==> src/rtl/dat_serializer_tx.sv <==
// rtl/dat_serializer_tx.sv - SD DAT line block serializer: start, data MSB-first, CRC16 (DAT_TX_CRC16_EN), end
module dat_serializer_tx #(
  parameter int N               = 32,
  parameter int WORDS_PER_BLOCK = 128
) (
  input  logic         sd_clock,
  input  logic         reset,
  input  logic         enable,
  input  logic [N-1:0] parallel_in,
  input  logic         word_valid,
  output logic         word_ready,
  output logic         serial_out,
  output logic         serial_oe,
  output logic         busy,
  output logic         complete,
  output logic         underrun
);

  localparam int BIT_W  = (N > 1) ? $clog2(N) : 1;
  localparam int WORD_W = $clog2(WORDS_PER_BLOCK) + 1;
  localparam logic [BIT_W-1:0]  BIT_LAST  = BIT_W'(N - 1);
  localparam logic [WORD_W-1:0] WORD_LAST = WORD_W'(WORDS_PER_BLOCK - 1);

  typedef enum logic [2:0] {S_IDLE, S_START, S_DATA, S_CRC, S_END} state_t;

  state_t             state, state_d;
  logic [N-1:0]       shift_reg, shift_d, next_word;
  logic [BIT_W-1:0]   bit_cnt, bit_cnt_d;
  logic [WORD_W-1:0]  word_cnt, word_cnt_d;
  logic               serial_out_d, serial_oe_d, busy_d, complete_d, underrun_d;
  logic               at_boundary, last_word;

  assign at_boundary = (bit_cnt == '0);
  assign last_word   = (word_cnt == WORD_LAST);

`ifdef DAT_TX_CRC16_EN
  logic [15:0] crc, crc_d, crc_next;
  logic [3:0]  crc_cnt, crc_cnt_d;

  function automatic logic [15:0] crc_step(input logic [15:0] c, input logic b);
    logic fb;
    fb = b ^ c[15];
    crc_step = {c[14:0], 1'b0} ^ (fb ? 16'h1021 : 16'h0000);
  endfunction

  // serial_out holds the data bit currently on the line, so it feeds the CRC directly
  assign crc_next = crc_step(crc, serial_out);
`endif

  always_ff @(posedge sd_clock) begin
    if (reset) begin
      state      <= S_IDLE;
      shift_reg  <= '0;
      bit_cnt    <= '0;
      word_cnt   <= '0;
      serial_out <= 1'b1;
      serial_oe  <= 1'b0;
      busy       <= 1'b0;
      complete   <= 1'b0;
      underrun   <= 1'b0;
`ifdef DAT_TX_CRC16_EN
      crc        <= '0;
      crc_cnt    <= '0;
`endif
    end else begin
      state      <= state_d;
      shift_reg  <= shift_d;
      bit_cnt    <= bit_cnt_d;
      word_cnt   <= word_cnt_d;
      serial_out <= serial_out_d;
      serial_oe  <= serial_oe_d;
      busy       <= busy_d;
      complete   <= complete_d;
      underrun   <= underrun_d;
`ifdef DAT_TX_CRC16_EN
      crc        <= crc_d;
      crc_cnt    <= crc_cnt_d;
`endif
    end
  end

  always_comb begin
    state_d = state;
    case (state)
      S_IDLE:  if (enable && word_valid) state_d = S_START;
      S_START: state_d = S_DATA;
      S_DATA: begin
        if (at_boundary && last_word) begin
`ifdef DAT_TX_CRC16_EN
          state_d = S_CRC;
`else
          state_d = S_END;
`endif
        end
      end
`ifdef DAT_TX_CRC16_EN
      S_CRC:   if (crc_cnt == 4'd0) state_d = S_END;
`endif
      S_END:   state_d = S_IDLE;
      default: state_d = S_IDLE;
    endcase
  end

  // Output registers are loaded with the value the line must show in the next state
  always_comb begin
    word_ready   = 1'b0;
    next_word    = '0;
    shift_d      = shift_reg;
    bit_cnt_d    = bit_cnt;
    word_cnt_d   = word_cnt;
    underrun_d   = underrun;
    serial_out_d = 1'b1;
    serial_oe_d  = 1'b0;
    busy_d       = 1'b0;
    complete_d   = 1'b0;
`ifdef DAT_TX_CRC16_EN
    crc_d        = crc;
    crc_cnt_d    = crc_cnt;
`endif
    case (state)
      S_IDLE: begin
        word_ready = enable;
        if (enable && word_valid) begin
          shift_d      = parallel_in;
          bit_cnt_d    = BIT_LAST;
          word_cnt_d   = '0;
          underrun_d   = 1'b0;
          serial_out_d = 1'b0;
          serial_oe_d  = 1'b1;
          busy_d       = 1'b1;
`ifdef DAT_TX_CRC16_EN
          crc_d        = '0;
`endif
        end
      end
      S_START: begin
        serial_out_d = shift_reg[N-1];
        shift_d      = shift_reg << 1;
        bit_cnt_d    = BIT_LAST;
        word_cnt_d   = '0;
        serial_oe_d  = 1'b1;
        busy_d       = 1'b1;
`ifdef DAT_TX_CRC16_EN
        crc_d        = '0;
`endif
      end
      S_DATA: begin
        serial_oe_d = 1'b1;
        busy_d      = 1'b1;
`ifdef DAT_TX_CRC16_EN
        crc_d       = crc_next;
`endif
        if (!at_boundary) begin
          serial_out_d = shift_reg[N-1];
          shift_d      = shift_reg << 1;
          bit_cnt_d    = bit_cnt - 1'b1;
        end else if (!last_word) begin
          // A missing word is replaced by zeros so the block timing never stalls
          word_ready   = 1'b1;
          next_word    = word_valid ? parallel_in : '0;
          underrun_d   = underrun | ~word_valid;
          serial_out_d = next_word[N-1];
          shift_d      = next_word << 1;
          bit_cnt_d    = BIT_LAST;
          word_cnt_d   = word_cnt + 1'b1;
        end else begin
`ifdef DAT_TX_CRC16_EN
          serial_out_d = crc_next[15];
          crc_d        = crc_next << 1;
          crc_cnt_d    = 4'd15;
`else
          serial_out_d = 1'b1;
`endif
        end
      end
`ifdef DAT_TX_CRC16_EN
      S_CRC: begin
        serial_oe_d = 1'b1;
        busy_d      = 1'b1;
        if (crc_cnt != 4'd0) begin
          serial_out_d = crc[15];
          crc_d        = crc << 1;
          crc_cnt_d    = crc_cnt - 1'b1;
        end else begin
          serial_out_d = 1'b1;
        end
      end
`endif
      S_END: begin
        complete_d = 1'b1;
      end
      default: ;
    endcase
  end

endmodule
==> config.mk <==
export PLATFORM = sky130hd
export DESIGN_NAME = dat_serializer_tx
export DESIGN_NICKNAME = d
export VERILOG_FILES = /design/src/rtl/dat_serializer_tx.sv
export SDC_FILE = /design/constraint.sdc
export NUM_CORES = 1
export LEC_CHECK = 0
export CAP_MARGIN = 20
export CORE_MARGIN = 5
export CORE_UTILIZATION = 54
export DETAILED_ROUTE_END_ITERATION = 8
export PLACE_DENSITY = 0.77
export SYNTH_ARGS = -nofsm -noshare
export SYNTH_HDL_FRONTEND = slang
export SYNTH_SLANG_ARGS = --single-unit
==> constraint.sdc <==
create_clock -name sd_clock -period 3.2 [get_ports sd_clock]
set_input_delay 0.64 -clock sd_clock [delete_from_list [all_inputs] [get_ports sd_clock]]
set_output_delay 0.64 -clock sd_clock [all_outputs]
set_load 0.02 [all_outputs]
== Yosys cells after proc, flatten, opt, wreduce, memory -nomap -nowiden ==
Index checks and enable logic that the tools add are counted.

* Input bits: 36
* Bits in registers: 52

* Equality and inequality tests: 9
* Bitwise logic cells: 2
* Reductions and logical operators: 11
* Muxes and demuxes: 30
* $add $sub $neg: 2

{| class="wikitable"
|+ Operators by type and width
! kind !! number
|-
| two-way mux 32 bit || 4
|-
| case mux 32 bit (3 select lines) || 1
|-
| two-way mux 8 bit || 3
|-
| case mux 8 bit (3 select lines) || 1
|-
| two-way mux 5 bit || 3
|-
| case mux 5 bit (3 select lines) || 1
|-
| two-way mux 1 bit || 10
|-
| case mux 3 bit (3 select lines) || 1
|-
| adder 8 x 1 -> 8 bit, second input constant || 1
|-
| equality test 8 x 7 -> 1 bit, second input constant || 1
|-
| inequality test 2 bit, second input constant || 4
|-
| AND reduction 4 bit || 2
|-
| two-way mux 3 bit || 2
|-
| case mux 1 bit (2 select lines) || 3
|-
| zero test 5 bit || 1
|-
| subtractor 5 x 1 -> 5 bit, second input constant || 1
|-
| equality test 3 x 1 -> 1 bit, second input constant || 1
|-
| equality test 3 x 2 -> 1 bit, second input constant || 1
|-
| equality test 3 bit, second input constant || 1
|-
| zero test 3 bit || 1
|-
| inequality test 3 bit, second input constant || 1
|-
| case mux 1 bit (3 select lines) || 1
|-
| AND reduction 3 bit || 1
|-
| nonzero test 3 bit || 1
|-
| 6 further kinds || 7
|}

== Longest topological paths before layout ==
* Depth after elaboration: 5
* Mapped depth: 10
* Mapped depth without buffers: 6

== Least setup slack after synthesis ==
No wires, ideal clock.

* Path type: reg2reg
* From: register bit_cnt[0]
* To: register shift_reg[2]
* Clock period less this slack: 2428 ps
* Setup time: 146 ps
* Arrival: 2282 ps
* Cell stages (with the launch flop): 11
* Path slack: 772 ps
* Buffers on the path: 4
* Cell sequence: dfxtp_1 inv_1 ha_1 or4b_1 buf_2 or4_1 clkbuf_1 buf_2 buf_2 a21oi_1 a211oi_2

* Cells in the longest elaborated chain, start to end: 3

{| class="wikitable"
|+ Ends and longest elaborated chain
! what !! RTL line !! source
|-
| start, declared || 28 || <nowiki>logic [BIT_W-1:0] bit_cnt, bit_cnt_d;</nowiki>
|-
| start signal, assigned || 68 || <nowiki>bit_cnt <= bit_cnt_d;</nowiki>
|-
| zero test 5 bit (*) || 33 || <nowiki>assign at_boundary = (bit_cnt == '0);</nowiki>
|-
| inequality test 3 bit (no line) / two-way mux 32 bit (equally long branches) || -- ||
|-
| AND reduction 3 bit (no line) / case mux 32 bit (3 select lines) (equally long branches) || -- ||
|-
| end signal, assigned || 67 || <nowiki>shift_reg <= shift_d;</nowiki>
|-
| end, declared || 27 || <nowiki>logic [N-1:0] shift_reg, shift_d, next_word;</nowiki>
|}

Every way passes the cells marked *; elsewhere a longest branch is shown, timed or not.
A chain may end at the register's enable or synchronous reset.

== Final worst setup path ==
* From: register bit_cnt[0]
* To: output word_ready

* Cells in the longest elaborated chain, start to end: 3

{| class="wikitable"
|+ Ends and longest elaborated chain
! what !! RTL line !! source
|-
| zero test 5 bit || 33 ||
|-
| two-way mux 1 bit || 153 || <nowiki>if (!at_boundary) begin</nowiki>
|-
| case mux 1 bit (2 select lines) || 120 || <nowiki>case (state)</nowiki>
|-
| end, declared || 11 || <nowiki>output logic word_ready,</nowiki>
|}

Every way passes these cells.

==> flow_summary.html <==
<table>
<tr><th>Metric</th><th>Value</th></tr>
<tr><th colspan="2">Timing</th></tr>
<tr><td>Final hold violation count</td><td>0</td></tr>
<tr><td>Count of final max-slew check failures</td><td>0</td></tr>
<tr><td>Fin Clk Skew</td><td>0.00845 ns</td></tr>
<tr><td>Post-route worst hold slack</td><td>about 0.47 ns</td></tr>
<tr><td>Actual slew at the worst max-slew pin</td><td>0.803 ns</td></tr>
<tr><td>Post-route fraction of the period consumed by the critical path</td><td>0.968</td></tr>
<tr><td>Setup_tns</td><td>0 ns</td></tr>
<tr><td>Setup repair after global routing missed its margin</td><td>false</td></tr>
<tr><td>Setup ws final</td><td>between 0.1 and 0.15 ns</td></tr>
<tr><td>Relative slew slack</td><td>0.464</td></tr>
<tr><td>Time the final worst path needs with I/O delays and setup</td><td>3.10 ns</td></tr>
<tr><td>Total of endpoints with negative setup slack in the final report</td><td>0</td></tr>
<tr><td>Max Freq</td><td>0.323 GHz</td></tr>
<tr><th colspan="2">Power and ir drop</th></tr>
<tr><td>Cell-internal power</td><td>around 1.1 mW</td></tr>
<tr><td>Switch share</td><td>0.286</td></tr>
<tr><td>Max rail drop VDD</td><td>320 µV</td></tr>
<tr><td>Power per cell area</td><td>473 nW/µm²</td></tr>
<tr><td>Post-layout power</td><td>1.53 mW</td></tr>
<tr><td>Clock network power share</td><td>0.292</td></tr>
<tr><td>Switching power</td><td>0.437 mW</td></tr>
<tr><td>Relative contribution of sequential cells to total power</td><td>0.480</td></tr>
<tr><td>Leakage</td><td>about 1.0 nW</td></tr>
<tr><td>Fraction of power consumed by combinational cells</td><td>0.228</td></tr>
<tr><th colspan="2">Worst setup path</th></tr>
<tr><td>Top delay family on crit path</td><td>simple AND/OR/NAND/NOR gates</td></tr>
<tr><td>Required time reported for the critical path endpoint</td><td>between 2 and 3 ns</td></tr>
<tr><td>Type of element capturing the critical path</td><td>primary output</td></tr>
<tr><td>Crit path kind</td><td>reg2out</td></tr>
<tr><td>CP max FO</td><td>6</td></tr>
<tr><td>List of cells traversed by the critical path</td><td>inv_1 -&gt; ha_1 -&gt; or4b_1 -&gt; nor2_1 -&gt; a21o_1 -&gt; clkdlybuf4s50_1</td></tr>
<tr><td>CP peak stage delay</td><td>0.60 ns</td></tr>
<tr><td>Startpoint kind of the worst setup timing path</td><td>flip-flop</td></tr>
<tr><td>Critical path buffer and inverter count</td><td>2</td></tr>
<tr><td>Endpoint arrival time on the critical path</td><td>between 2 and 2.5 ns</td></tr>
<tr><td>Cell with the largest stage delay on the worst path</td><td>sky130_fd_sc_hd__clkdlybuf4s50_1</td></tr>
<tr><th colspan="2">Layout</th></tr>
<tr><td>Layout cell share with drive strength beyond 1</td><td>0.192</td></tr>
<tr><td>Area added between synthesis and finish</td><td>19.4%</td></tr>
<tr><td>Post-route insts no fill</td><td>roughly 380</td></tr>
<tr><td>Final core utilization</td><td>0.676</td></tr>
<tr><td>Count of antenna diodes in the layout</td><td>0</td></tr>
<tr><td>Non-Filler Cell Area, Final</td><td>3230 µm²</td></tr>
<tr><td>Flip-flop count of the largest register, all copies and words added</td><td>32</td></tr>
<tr><td>Final Net Count</td><td>345</td></tr>
<tr><th colspan="2">Placement</th></tr>
<tr><td>Count of buffers from port buffering</td><td>41</td></tr>
<tr><td>Worst slack, placed</td><td>0.398 ns</td></tr>
<tr><td>Dpl cell area</td><td>3130 µm²</td></tr>
<tr><td># placed instances</td><td>367</td></tr>
<tr><td>Detailed Place HPWL</td><td>4360 µm</td></tr>
<tr><td>Global placement routability congestion</td><td>0.846</td></tr>
<tr><th colspan="2">Clock tree</th></tr>
<tr><td>CTS Buf Count</td><td>5</td></tr>
<tr><td>Number of hold buffers added after CTS</td><td>0</td></tr>
<tr><td>Number of clock sinks</td><td>52</td></tr>
<tr><td>Post-CTS Setup Repair Bufs</td><td>0</td></tr>
<tr><td>Clock latency reported for the late side of the worst-skew pair</td><td>0.31 ns</td></tr>
<tr><td>Clk slew on worst S/H paths</td><td>0.09 ns</td></tr>
<tr><td>Clock tree from TritonCTS</td><td>yes</td></tr>
<tr><td>Library cell used as clock root buffer</td><td>sky130_fd_sc_hd__clkbuf_8</td></tr>
<tr><td>Depth of the CTS H-tree</td><td>2</td></tr>
<tr><td>Worst-case clock buffer depth</td><td>2</td></tr>
<tr><td>Resized cells post-CTS</td><td>0</td></tr>
<tr><th colspan="2">Die</th></tr>
<tr><td>Number of placement rows</td><td>25</td></tr>
<tr><td>Total Die Area</td><td>around 6500 µm²</td></tr>
<tr><td>Die span in y</td><td>80.8 µm</td></tr>
<tr><td>Initial core utilization</td><td>0.566</td></tr>
<tr><td>Die X</td><td>80.8 µm</td></tr>
<tr><td>IO Pins</td><td>42</td></tr>
<tr><td>Area of the core</td><td>4790 µm²</td></tr>
<tr><th colspan="2">Synth</th></tr>
<tr><td>Number of enable flip-flop cells after synthesis</td><td>0</td></tr>
<tr><td>Mapped Cells</td><td>282</td></tr>
<tr><td>Proportion of synthesized chip area in sequential cells</td><td>0.384</td></tr>
<tr><td>Yosys cell types</td><td>44</td></tr>
<tr><td>Async set or reset register ratio after synthesis</td><td>0</td></tr>
<tr><td>Mapped Nets</td><td>320</td></tr>
<tr><td>Warning count from the yosys run</td><td>0</td></tr>
<tr><td>Total of flip-flops plus latches after synthesis</td><td>52</td></tr>
<tr><td>Syn Std Cell Area</td><td>approximately 2700 µm²</td></tr>
<tr><td>Average size of a mapped cell</td><td>9.61 µm²</td></tr>
<tr><td>Most used flip-flop cell after synthesis</td><td>sky130_fd_sc_hd__dfxtp_1</td></tr>
<tr><th colspan="2">Run</th></tr>
<tr><td>Maximum Capacitance Violations</td><td>0</td></tr>
<tr><th colspan="2">Routing</th></tr>
<tr><td>Residual antenna-violating net count after detailed routing</td><td>0</td></tr>
<tr><td>Drt first-iter violations</td><td>277</td></tr>
<tr><td>Mean routed wirelength per cell</td><td>17.7 µm</td></tr>
<tr><td>Vias per Instance</td><td>6.65</td></tr>
<tr><td>Remaining design rule violation count</td><td>0</td></tr>
<tr><td>First drt pass iteration count</td><td>7</td></tr>
<tr><td>Total number of vias</td><td>2495</td></tr>
<tr><td>Total Wirelength</td><td>6640 µm</td></tr>
<tr><th colspan="2">Status</th></tr>
<tr><td>Outcome</td><td>completed</td></tr>
<tr><th colspan="2">Global routing</th></tr>
<tr><td>Global Route Usage Sum</td><td>0.208</td></tr>
<tr><td>Pin count of the biggest net entering global routing</td><td>41</td></tr>
<tr><td>Wire length of the first global-routing pass</td><td>11000 µm</td></tr>
<tr><td>Number of antenna violations at the first check in global routing</td><td>0</td></tr>
<tr><td>Number of global-route vias before repair</td><td>~2300</td></tr>
<tr><td>Grt ovf</td><td>0</td></tr>
<tr><th colspan="2">Hold path</th></tr>
<tr><td>Worst hold path class</td><td>reg2reg</td></tr>
</table>
-- final cells by class --
| cell class | instances | area, µm² |
|---|---|---|
| multi-input combinational | 189 | 1490 |
| sequential | 52 | 1040 |
| fill | 411 | 1550 |
| inverter | 7 | 26.3 |
| timing repair buffer | 52 | 488 |
| tap | 67 | 83.8 |
| clock buffer | 6 | 72.6 |
| clock inverter | 2 | 35.0 |
-- per-layer routing --
metal / vias to the layer above / track usage / part of all wire
met5: - / 0 / 0
met3: 6 / 0.0377 / 0.056
met2: 79 / 0.329 / 0.46
met1: 1219 / 0.289 / 0.47
met4: 0 / 0.0591 / 0.011
li1: 1191 / - / -
-- worst reg2reg max path: stages (launching register included) --
cell and delay, ns:
sky130_fd_sc_hd__dfxtp_1 0.34, sky130_fd_sc_hd__inv_1 0.06, sky130_fd_sc_hd__ha_1 0.23, sky130_fd_sc_hd__or4b_1 0.59, sky130_fd_sc_hd__or4_1 0.58, sky130_fd_sc_hd__and2_1 0.36, sky130_fd_sc_hd__buf_4 0.31, sky130_fd_sc_hd__a211oi_2 0.21
-- cells by family (layout without fill, tap and decap cells) --
logic type | Yosys count | count (layout) | share of synthesized area
fa+ha+maj | 2 | 2 | 0.00924
mux | 2 | 2 | 0.00739
flops | 52 | 52 | 0.384
simple gates | 49 | 49 | 0.105
buf+inv | 41 | 67 | 0.0711
compound gates | 136 | 136 | 0.423
-- cell usage after synthesis, types with 3 or more instances --
cell type / instances / area (µm²)
sky130_fd_sc_hd__a211oi_1: 5 / 37.5
sky130_fd_sc_hd__a211oi_2: 30 / 375
sky130_fd_sc_hd__a21oi_1: 42 / 210
sky130_fd_sc_hd__a222oi_1: 31 / 310
sky130_fd_sc_hd__a31o_2: 3 / 26.3
sky130_fd_sc_hd__a31oi_1: 4 / 25.0
sky130_fd_sc_hd__buf_2: 3 / 15.0
sky130_fd_sc_hd__buf_6: 4 / 45.0
sky130_fd_sc_hd__clkbuf_1: 25 / 93.8
sky130_fd_sc_hd__dfxtp_1: 52 / 1040
sky130_fd_sc_hd__inv_1: 7 / 26.3
sky130_fd_sc_hd__nand2_1: 8 / 30.0
sky130_fd_sc_hd__nand2b_1: 4 / 25.0
sky130_fd_sc_hd__nand3_1: 4 / 20.0
sky130_fd_sc_hd__nand4_1: 4 / 25.0
sky130_fd_sc_hd__nor2_1: 7 / 26.3
sky130_fd_sc_hd__nor3_1: 3 / 15.0
sky130_fd_sc_hd__nor4b_1: 3 / 26.3
sky130_fd_sc_hd__o21ai_0: 4 / 20.0
sky130_fd_sc_hd__o31ai_1: 3 / 22.5
sky130_fd_sc_hd__or2_2: 3 / 18.8
sky130_fd_sc_hd__or4_1: 4 / 30.0
-- cell usage in the layout (no fill, tap or decap), types with 4 or more instances in the layout --
| cell | synthesis | routed |
|---|---|---|
| sky130_fd_sc_hd__a211oi_1 | 5 | 5 |
| sky130_fd_sc_hd__a211oi_2 | 30 | 30 |
| sky130_fd_sc_hd__a21oi_1 | 42 | 42 |
| sky130_fd_sc_hd__a222oi_1 | 31 | 31 |
| sky130_fd_sc_hd__a31oi_1 | 4 | 4 |
| sky130_fd_sc_hd__buf_4 | 1 | 11 |
| sky130_fd_sc_hd__clkbuf_8 | 0 | 5 |
| sky130_fd_sc_hd__clkdlybuf4s50_1 | 0 | 40 |
| sky130_fd_sc_hd__dfxtp_1 | 52 | 52 |
| sky130_fd_sc_hd__inv_1 | 7 | 7 |
| sky130_fd_sc_hd__nand2_1 | 8 | 8 |
| sky130_fd_sc_hd__nand2b_1 | 4 | 4 |
| sky130_fd_sc_hd__nand3_1 | 4 | 4 |
| sky130_fd_sc_hd__nand4_1 | 4 | 4 |
| sky130_fd_sc_hd__nor2_1 | 7 | 7 |
| sky130_fd_sc_hd__o21ai_0 | 4 | 4 |
| sky130_fd_sc_hd__or4_1 | 4 | 4 |
-- power groups by stage --
| stage | registers [mW] | logic, mW | clock network, mW |
|---|---|---|---|
| 2_1_floorplan | 0.741 | 0.248 | 0 |
| 3_3_place_gp | 0.747 | 0.336 | 0 |
| 3_5_place_dp | 0.749 | 0.345 | 0 |
| 4_1_cts | 0.734 | 0.346 | 0.456 |
| 5_1_grt | 0.741 | 0.380 | 0.480 |
| 6_report | 0.735 | 0.348 | 0.447 |
-- final timing paths --
check | from | endpoint | slack (ns) | cells past startpoint
worst min register to register | word_cnt[7]$_SDFFE_PP0P_ | word_cnt[7]$_SDFFE_PP0P_ | 0.47 | 2
worst max register to register | bit_cnt[0]$_SDFFE_PP0P_ | shift_reg[22]$_SDFFE_PP0P_ | 0.45 | 7
worst min-delay path | word_cnt[7]$_SDFFE_PP0P_ | word_cnt[7]$_SDFFE_PP0P_ | 0.47 | 2
worst max-delay path | bit_cnt[0]$_SDFFE_PP0P_ | word_ready | 0.10 | 6
Power figures use the tool's default switching activity.
